### config.mk
export PLATFORM = sky130hd
export DESIGN_NAME = fetch_load_sequencer
export DESIGN_NICKNAME = d
export VERILOG_FILES = /design/src/rtl/fetch_load_sequencer.sv
export SDC_FILE = /design/constraint.sdc
export NUM_CORES = 1
export LEC_CHECK = 0
export CAP_MARGIN = 20
export CORE_MARGIN = 2
export CORE_UTILIZATION = 31
export CTS_BUF_LIST = sky130_fd_sc_hd__clkbuf_16
export CTS_CLUSTER_DIAMETER = 150
export DETAILED_ROUTE_END_ITERATION = 7
export GPL_TIMING_DRIVEN = 0
export PLACE_DENSITY_LB_ADDON = 0.05
export SLEW_MARGIN = 25
export SYNTH_ARGS = -nofsm -noshare
export SYNTH_HDL_FRONTEND = slang
export SYNTH_SLANG_ARGS = --single-unit
export TNS_END_PERCENT = 100
### constraint.sdc
create_clock -name S_AXIS_ACLK -period 8.3 [get_ports S_AXIS_ACLK]
set_input_delay 1.66 -clock S_AXIS_ACLK [delete_from_list [all_inputs] [get_ports S_AXIS_ACLK]]
set_output_delay 1.66 -clock S_AXIS_ACLK [all_outputs]
set_load 0.03 [all_outputs]
### src/rtl/fetch_load_sequencer.sv
// Load sequencer for the AXIS fetch unit: steps through A, B and instruction loads, checks beat
// counts and TLAST, then pulses pe_start. Optional watchdog: define LOAD_TIMEOUT_EN.
module fetch_load_sequencer #(
  parameter int BRAM_DEPTH       = 10,
  parameter int INSTR_BRAM_DEPTH = 11,
  parameter int PAD_HOLD         = 4,
  parameter int TIMEOUT_CYCLES   = 1024
) (
  input  logic                      S_AXIS_ACLK,
  input  logic                      S_AXIS_ARESET,
  input  logic                      start,
  input  logic [31:0]               cfg_row_width,
  input  logic [BRAM_DEPTH:0]       cfg_a_words,
  input  logic [BRAM_DEPTH:0]       cfg_b_words,
  input  logic [INSTR_BRAM_DEPTH:0] cfg_i_words,
  input  logic                      mon_tvalid,
  input  logic                      mon_tready,
  input  logic                      mon_tlast,
  input  logic                      valid_fu2pe,
  output logic [1:0]                bram_sel,
  output logic [31:0]               row_width,
  output logic                      pe_start,
  output logic                      busy,
  output logic                      done,
  output logic                      err,
  output logic [1:0]                err_code
);

  localparam int CW = ((INSTR_BRAM_DEPTH > BRAM_DEPTH) ? INSTR_BRAM_DEPTH : BRAM_DEPTH) + 1;
  localparam int HW = $clog2(PAD_HOLD + 1);

  typedef enum logic [3:0] {
    S_IDLE, S_LOAD_A, S_DRAIN_A, S_LOAD_B, S_DRAIN_B,
    S_LOAD_I, S_WAIT_PE, S_PE_GO, S_DONE, S_ERR
  } state_t;

  state_t                    state, state_n;
  logic [1:0]                err_code_n;
  logic [BRAM_DEPTH:0]       a_w, b_w;
  logic [INSTR_BRAM_DEPTH:0] i_w;
  logic [CW-1:0]             beat_cnt, cur_words;
  logic [HW-1:0]             hold_cnt;
  logic                      beat, in_load, in_drain, accept, last_beat;

  assign beat      = mon_tvalid & mon_tready;
  assign in_load   = (state == S_LOAD_A) | (state == S_LOAD_B) | (state == S_LOAD_I);
  assign in_drain  = (state == S_DRAIN_A) | (state == S_DRAIN_B);
  assign accept    = start & ((state == S_IDLE) | (state == S_DONE) | (state == S_ERR));
  assign last_beat = (beat_cnt == cur_words - CW'(1));

`ifdef LOAD_TIMEOUT_EN
  localparam int WW = $clog2(TIMEOUT_CYCLES + 1);
  logic [WW-1:0] wd_cnt;
  logic          wd_state;
  assign wd_state = in_load | (state == S_WAIT_PE);
`endif

  always_comb begin
    cur_words = CW'(i_w);
    case (state)
      S_LOAD_A: cur_words = CW'(a_w);
      S_LOAD_B: cur_words = CW'(b_w);
      default:  cur_words = CW'(i_w);
    endcase
  end

  always_comb begin
    state_n    = state;
    err_code_n = err_code;
    case (state)
      S_IDLE, S_DONE, S_ERR: begin
        if (start) begin
          err_code_n = 2'b00;
          if (cfg_i_words == '0) begin
            state_n    = S_ERR;
            err_code_n = 2'b11;
          end else if (cfg_a_words != '0) state_n = S_LOAD_A;
          else if (cfg_b_words != '0)     state_n = S_LOAD_B;
          else                            state_n = S_LOAD_I;
        end
      end
      S_LOAD_A, S_LOAD_B, S_LOAD_I: begin
        if (beat) begin
          if (last_beat) begin
            if (!mon_tlast) begin
              state_n    = S_ERR;
              err_code_n = 2'b10;
            end else if (state == S_LOAD_A) state_n = S_DRAIN_A;
            else if (state == S_LOAD_B)     state_n = S_DRAIN_B;
            else                            state_n = S_WAIT_PE;
          end else if (mon_tlast) begin
            state_n    = S_ERR;
            err_code_n = 2'b01;
          end
        end
      end
      S_DRAIN_A: if (hold_cnt == HW'(PAD_HOLD - 1)) state_n = (b_w != '0) ? S_LOAD_B : S_LOAD_I;
      S_DRAIN_B: if (hold_cnt == HW'(PAD_HOLD - 1)) state_n = S_LOAD_I;
      S_WAIT_PE: if (valid_fu2pe) state_n = S_PE_GO;
      S_PE_GO:   state_n = S_DONE;
      default:   state_n = S_IDLE;
    endcase
`ifdef LOAD_TIMEOUT_EN
    // Only a stall that would otherwise stay put can time out.
    if (wd_state && !beat && state_n == state && wd_cnt == WW'(TIMEOUT_CYCLES - 1)) begin
      state_n    = S_ERR;
      err_code_n = 2'b11;
    end
`endif
  end

  always_ff @(posedge S_AXIS_ACLK) begin
    if (S_AXIS_ARESET) begin
      state     <= S_IDLE;
      err_code  <= 2'b00;
      row_width <= '0;
      a_w       <= '0;
      b_w       <= '0;
      i_w       <= '0;
      beat_cnt  <= '0;
      hold_cnt  <= '0;
    end else begin
      state    <= state_n;
      err_code <= err_code_n;
      if (accept) begin
        row_width <= cfg_row_width;
        a_w       <= cfg_a_words;
        b_w       <= cfg_b_words;
        i_w       <= cfg_i_words;
      end
      if (state_n != state)     beat_cnt <= '0;
      else if (in_load && beat) beat_cnt <= beat_cnt + CW'(1);
      if (state_n != state)     hold_cnt <= '0;
      else if (in_drain)        hold_cnt <= hold_cnt + HW'(1);
    end
  end

`ifdef LOAD_TIMEOUT_EN
  always_ff @(posedge S_AXIS_ACLK) begin
    if (S_AXIS_ARESET)                        wd_cnt <= '0;
    else if (beat || state_n != state || !wd_state) wd_cnt <= '0;
    else                                      wd_cnt <= wd_cnt + WW'(1);
  end
`endif

  always_comb begin
    bram_sel = 2'b11;
    pe_start = 1'b0;
    busy     = 1'b1;
    done     = 1'b0;
    err      = 1'b0;
    case (state)
      S_LOAD_A, S_DRAIN_A: bram_sel = 2'b00;
      S_LOAD_B, S_DRAIN_B: bram_sel = 2'b01;
      S_LOAD_I, S_WAIT_PE: bram_sel = 2'b10;
      S_PE_GO:             pe_start = 1'b1;
      S_DONE:  begin busy = 1'b0; done = 1'b1; end
      S_ERR:   begin busy = 1'b0; err  = 1'b1; end
      default: busy = 1'b0;
    endcase
  end

endmodule

## Yosys cells after proc, flatten, opt, wreduce, memory -nomap -nowiden

Index checks and enable logic that the tools add are counted.
W data, S select, Z words.

- Register bits: 87
- Input bits: 73

- $add $sub $neg: 3
- Equality and inequality tests: 16
- Muxes and demuxes: 28
- Bitwise gates (word level): 7
- Reductions and logical operators: 15

Operators by type and width:

| cell | count |
|---|---|
| $mux W4 | 9 |
| $reduce_bool A11 Y1 | 3 |
| $pmux W12 S2 | 1 |
| $pmux W4 S6 | 1 |
| $eq A4 B3 Y1 const B | 4 |
| $mux W2 | 7 |
| $add A12 B1 Y12 const B | 1 |
| $eq A12 B12 Y1 | 1 |
| $logic_not A12 Y1 | 1 |
| $mux W3 | 4 |
| $sub A12 B1 Y12 const B | 1 |
| $eq A4 B2 Y1 const B | 2 |
| $eq A4 B4 Y1 const B | 2 |
| $reduce_or A2 Y1 | 4 |
| $reduce_or A7 Y1 | 1 |
| $ne A3 B3 Y1 const B | 2 |
| $pmux W2 S3 | 1 |
| $reduce_or A3 Y1 | 2 |
| $or A1 B1 Y1 | 5 |
| $reduce_and A5 Y1 | 1 |
| $eq A4 B1 Y1 const B | 1 |
| $logic_not A4 Y1 | 1 |
| $mux W1 | 4 |
| $ne A2 B2 Y1 const B | 2 |
| other kinds (7) | 8 |

## Depth between registers and ports, before layout

- Word-level depth: 9
- Depth in mapped cells: 15
- Mapped depth without buffers: 11

## Worst setup path before layout

Ideal clock, no wire load.

- Path type: register -> output
- Start: register state[1]
- End: output port bram_sel[1]
- Arrival: 1727 ps
- Data required time: 6640 ps
- Setup slack: 4913 ps
- Stages on the path, launching flop included: 6
- Path buffers: 3
- Cells stage by stage: dfxtp_1 buf_2 buf_2 buf_1 or2_2 o211ai_1

- Cells in the longest elaborated chain, start to end: 3

Ends and longest elaborated chain:

| element | RTL line | RTL |
|---|---|---|
| start, declared | 37 | `state_t state, state_n;` |
| start signal, assigned | 123 | `state <= state_n;` |
| $eq A4 B3 Y1 (tied with other cells) | 152 | `case (state)` |
| $reduce_or A2 Y1 | 152 |  |
| $pmux W2 S3 * | 152 |  |
| end, declared | 20 | `output logic [1:0] bram_sel,` |

Mark *: on every way between the ends. The rest lies on a longest branch, timed or not.

## Worst setup path after layout

- Start: input port cfg_i_words[4]
- End: register beat_cnt[10]

- Cells in the longest elaborated chain, start to end: 6

Ends and longest elaborated chain:

| element | RTL line | RTL |
|---|---|---|
| start, declared | 15 | `input logic [INSTR_BRAM_DEPTH:0] cfg_i_words,` |
| $logic_not A12 Y1 | 74 | `if (cfg_i_words == '0) begin` |
| $mux W4 | 74 |  |
| $mux W4 | 72 | `if (start) begin` |
| $pmux W4 S6 | 70 | `case (state)` |
| $ne A4 B4 Y1 | 131 | `if (state_n != state) beat_cnt <= '0;` |
| $reduce_or A2 Y1 (no source line) | - |  |
| end signal, assigned | 132 | `else if (in_load && beat) beat_cnt <= beat_cnt + CW'(1);` |
| end, declared | 41 | `logic [CW-1:0] beat_cnt, cur_words;` |

No other way between the ends.
A chain may end at the register's enable or synchronous reset.

==> reports/qor.json <==
{
  "global_routing": {
    "grt_antenna_before_repair": 0,
    "global_route.usage.met3": 0.0553,
    "grt_usage": 0.190,
    "grt_pass1_vias": 4784,
    "top_usage_layer": "met2",
    "pin_count_of_the_biggest_net_entering_global_routing": 15,
    "grt_remaining_overflow": 0,
    "grt.met2_usage": 0.309,
    "grt_pass1_wl_microns": 24500,
    "gr_met1_demand_resource": 0.248
  },
  "power_and_ir_drop": {
    "power.leakage_nw": 2.35,
    "switching_share": 0.294,
    "power.sequential.fraction": 0.399,
    "pwr-share-clk": 0.373,
    "irDropWorstVdd_uv": 99.5,
    "power_density_nw_per_um2": 184,
    "comb_power_share": 0.228,
    "p_switching_mw": 0.340,
    "internal_power_mw": 0.818
  },
  "clock_network": {
    "postCtsSetupRepairBufs": 0,
    "clock_insertion_delay_worst_skew_ps": 340,
    "cts.sink_count": 87,
    "cts_hold_buffers": 0,
    "clock_tree_from_tritoncts": "done",
    "cts_resized": 0,
    "cts.root.buffer_cell": "clkbuf_16",
    "cts_htree_levels": 3,
    "path_clk_slew_ps": 60,
    "max-clock-path-buffers": 2,
    "number_of_buffers_inserted_during_clock_tree_synthesis": 9
  },
  "placement": {
    "pre_cts_setup_slack_ps": 3480,
    "hpwl_microns": 11600,
    "place.port_buffers": 111,
    "routabilityCongestion": 0.881
  },
  "synth": {
    "synth_largest_area_cell": "dfxtp_1",
    "yosys_warnings": 0,
    "yosys_most_used_dff": "dfxtp_1",
    "netlist-cell-type-count": 59,
    "synthesis.area_sq_um": 4640,
    "syn-mean-instance-area_sq_um": 7.61,
    "synth_fp_nets": 686,
    "post_synth_main_area_contributors": "dfxtp_1 38%, nand2_1 13%, a21oi_1 9.2%",
    "asyncSetResetFlopFracSynth": 0,
    "synth-seq-cells": 87,
    "postSynthCellCount": 609,
    "synth_enable_flop_cells": 0,
    "proportion_of_synthesized_chip_area_in_sequential_cells": 0.376,
    "synthDominantCellAreaShare": 0.376
  },
  "cells_and_area": {
    "seq_area_sq_um": 1740,
    "areaGrowthSynthToFinish_pct": 35.7,
    "nNetsFinal": 808,
    "multi_input_area_sq_um": 2680,
    "fillers": 1478,
    "antennaDiodeCount": 0,
    "drive_gt1_frac": 0.0489
  },
  "die": {
    "floorplan.initialDensity": 0.318,
    "chipWidth_microns": 126,
    "die_y_extent_microns": 126,
    "die-area_sq_um": 16000,
    "fp.coreArea_sq_um": 14600,
    "io-pin-count": 113,
    "core.rowCount": 44
  },
  "sta": {
    "hold_violations": 0,
    "setup-tns-final_ps": 0,
    "layout_min_cycle_time_ps": 4460,
    "timing.final.max_slew_violations": 0,
    "achievable-frequency_mhz": 224,
    "final.setup.worst_slack_ps": 3840,
    "worst_slew_pin_slew_ps": 814,
    "fin_worst_skew_ps": 6.25,
    "setup_repair_after_global_routing_missed_its_margin": "false",
    "setup_violations": 0,
    "finalCritPeriodShare": 0.538,
    "maxSlewHeadroom": 0.452
  },
  "job": {
    "max_cap_violations": 0
  },
  "critical_path": {
    "rr_startpoint": "state[1]$_SDFF_PP0_",
    "worstPathRequired_ps": 8590,
    "worstReg2RegEnd": "beat_cnt[10]$_SDFFE_PP0P_",
    "worst-path-max-fanout": 10,
    "worst-r2r-cell-count": 15,
    "ff2ff_setup_slack_ps": 4320,
    "cp.arrival_ps": 4750,
    "worstSetupStartpointType": "input pin",
    "worstSetupPathType": "input pin to flop",
    "cp_capture_type": "flop"
  },
  "detailed_routing": {
    "vias": 4648,
    "routed_wire_length_per_instance_microns": 16.1,
    "drt_iter0_markers": 215,
    "ant_nets": 0,
    "viasPerCell": 5.05,
    "drtPass1Iterations": 4,
    "drt_drc_violations_left": 0,
    "detail_route.wirelength_microns": 14800
  },
  "worst_hold_path": {
    "worst_hold_path_type": "flop to flop",
    "hold-path-endpoint": "row_width[27]$_SDFFE_PP0P_",
    "min-delay-start": "row_width[27]$_SDFFE_PP0P_",
    "hold_path_depth": 2
  },
  "status": {
    "status": "completed"
  }
}
-- cell usage after synthesis, types with 3 or more instances --
| library cell | instances |
|---|---|
| nand4_1 | 6 |
| inv_1 | 10 |
| xor2_1 | 12 |
| a21oi_1 | 85 |
| nand2_1 | 158 |
| o21ai_0 | 7 |
| a31oi_1 | 4 |
| nor3_1 | 16 |
| and4_1 | 4 |
| nor4_1 | 12 |
| buf_6 | 4 |
| ha_1 | 4 |
| nor2_1 | 36 |
| nand3_1 | 10 |
| and3_1 | 5 |
| a21o_1 | 3 |
| clkbuf_1 | 26 |
| mux2i_1 | 17 |
| dfxtp_1 | 87 |
| and2_1 | 16 |
| a211oi_1 | 4 |
| buf_4 | 3 |
| nor2b_1 | 3 |
| o22ai_1 | 3 |
| xnor2_1 | 18 |
| nor3b_1 | 5 |
| o31ai_1 | 4 |
| nand2b_1 | 3 |
| o21ai_1 | 4 |
-- per-layer routing --
metal / wire length, microns / share of wire / vias to the layer above
met4: 269 / 0.018 / 0
met5: 0 / 0 / -
met2: 6780 / 0.46 / 130
met1: 6860 / 0.46 / 2154
met3: 914 / 0.062 / 18
li1: - / - / 2346
-- area by class of cell --
cell class / instances / share of cell area
Buffer: 36 / 0.0284
Clock buffer: 9 / 0.0358
Clock inverter: 7 / 0.0139
Inverter: 10 / 0.00597
Multi-Input combinational cell: 476 / 0.426
Sequential cell: 87 / 0.277
Tap cell: 184 / 0.0366
Timing Repair Buffer: 111 / 0.177
-- cells by family after synthesis --
kind of cell,share of synthesized area
adders and majority gates,0.0108
AOI/OAI and AO/OA,0.173
muxes,0.0464
and+or+nand+nor,0.287
buffers and inverters,0.0467
DFF,0.376
xor gates and xnor gates,0.0602
-- flip-flops by register name (all words and copies together) (netlist names) --
signal     count
a_w           11
b_w           11
beat_cnt      12
err_code       2
hold_cnt       3
i_w           12
row_width     32
state          4
-- power by group through the flow --
stage	combinational, mW	sequential, mW	clock, mW
global route	0.292	0.465	0.462
CTS	0.266	0.461	0.444
finish	0.264	0.462	0.432
floorplan	0.140	0.485	0
detailed placement	0.264	0.471	0
global placement	0.263	0.470	0
-- how the worst max path moves through the flow --
stage / slack (ps) / to / cells after the start / from
floorplan: 4910 / bram_sel[1] / 5 / state[1]$_SDFF_PP0_
global route: 3650 / beat_cnt[9]$_SDFFE_PP0P_ / 10 / cfg_i_words[4]
CTS: 3850 / hold_cnt[2]$_SDFFE_PP0P_ / 10 / cfg_i_words[4]
detailed placement: 3480 / hold_cnt[2]$_SDFFE_PP0P_ / 10 / cfg_i_words[4]
global placement: 3530 / beat_cnt[7]$_SDFFE_PP0P_ / 10 / cfg_i_words[4]
finish: 3840 / beat_cnt[10]$_SDFFE_PP0P_ / 10 / cfg_i_words[4]
-- metrics by stage --
stage          total power [mW]  area [sq um]  hold slack (ps)  utilization  std cells
6_report                   1.16          6290              455        0.431        920
5_1_grt                    1.22          6290              475        0.431        920
4_1_cts                    1.17          6290              456        0.431        920
3_5_place_dp              0.735          5980              447        0.410        904
3_3_place_gp              0.733          5980              442        0.410        904
2_1_floorplan             0.626          4640              445            -        609
-- cells in the final DEF, fill, tap and decap left out, types with 4 or more instances in the layout --
master,netlist,final
nand2_1,158,158
a21oi_1,85,85
nand4_1,6,6
clkbuf_1,26,26
inv_1,10,10
clkbuf_16,0,9
o21ai_0,7,7
nor3_1,16,16
nor2_1,36,36
a211oi_1,4,4
and3_1,5,5
xor2_1,12,12
xnor2_1,18,18
a31oi_1,4,4
ha_1,4,4
and4_1,4,4
o31ai_1,4,4
clkdlybuf4s50_1,0,111
o21ai_1,4,4
mux2i_1,17,17
dfxtp_1,87,87
and2_1,16,16
buf_6,4,4
nor4_1,12,12
nand3_1,10,10
nor3b_1,5,5
-- critical path, stage by stage --
cell and delay [ps]:
clkdlybuf4s50_1 460, nor4_1 690, nand3_1 400, a21oi_1 230
a21o_1 210, mux2i_1 200, nand2b_1 110, o41ai_4 460
buf_6 210, and2_1 120
(Power assumes the default switching activity.)
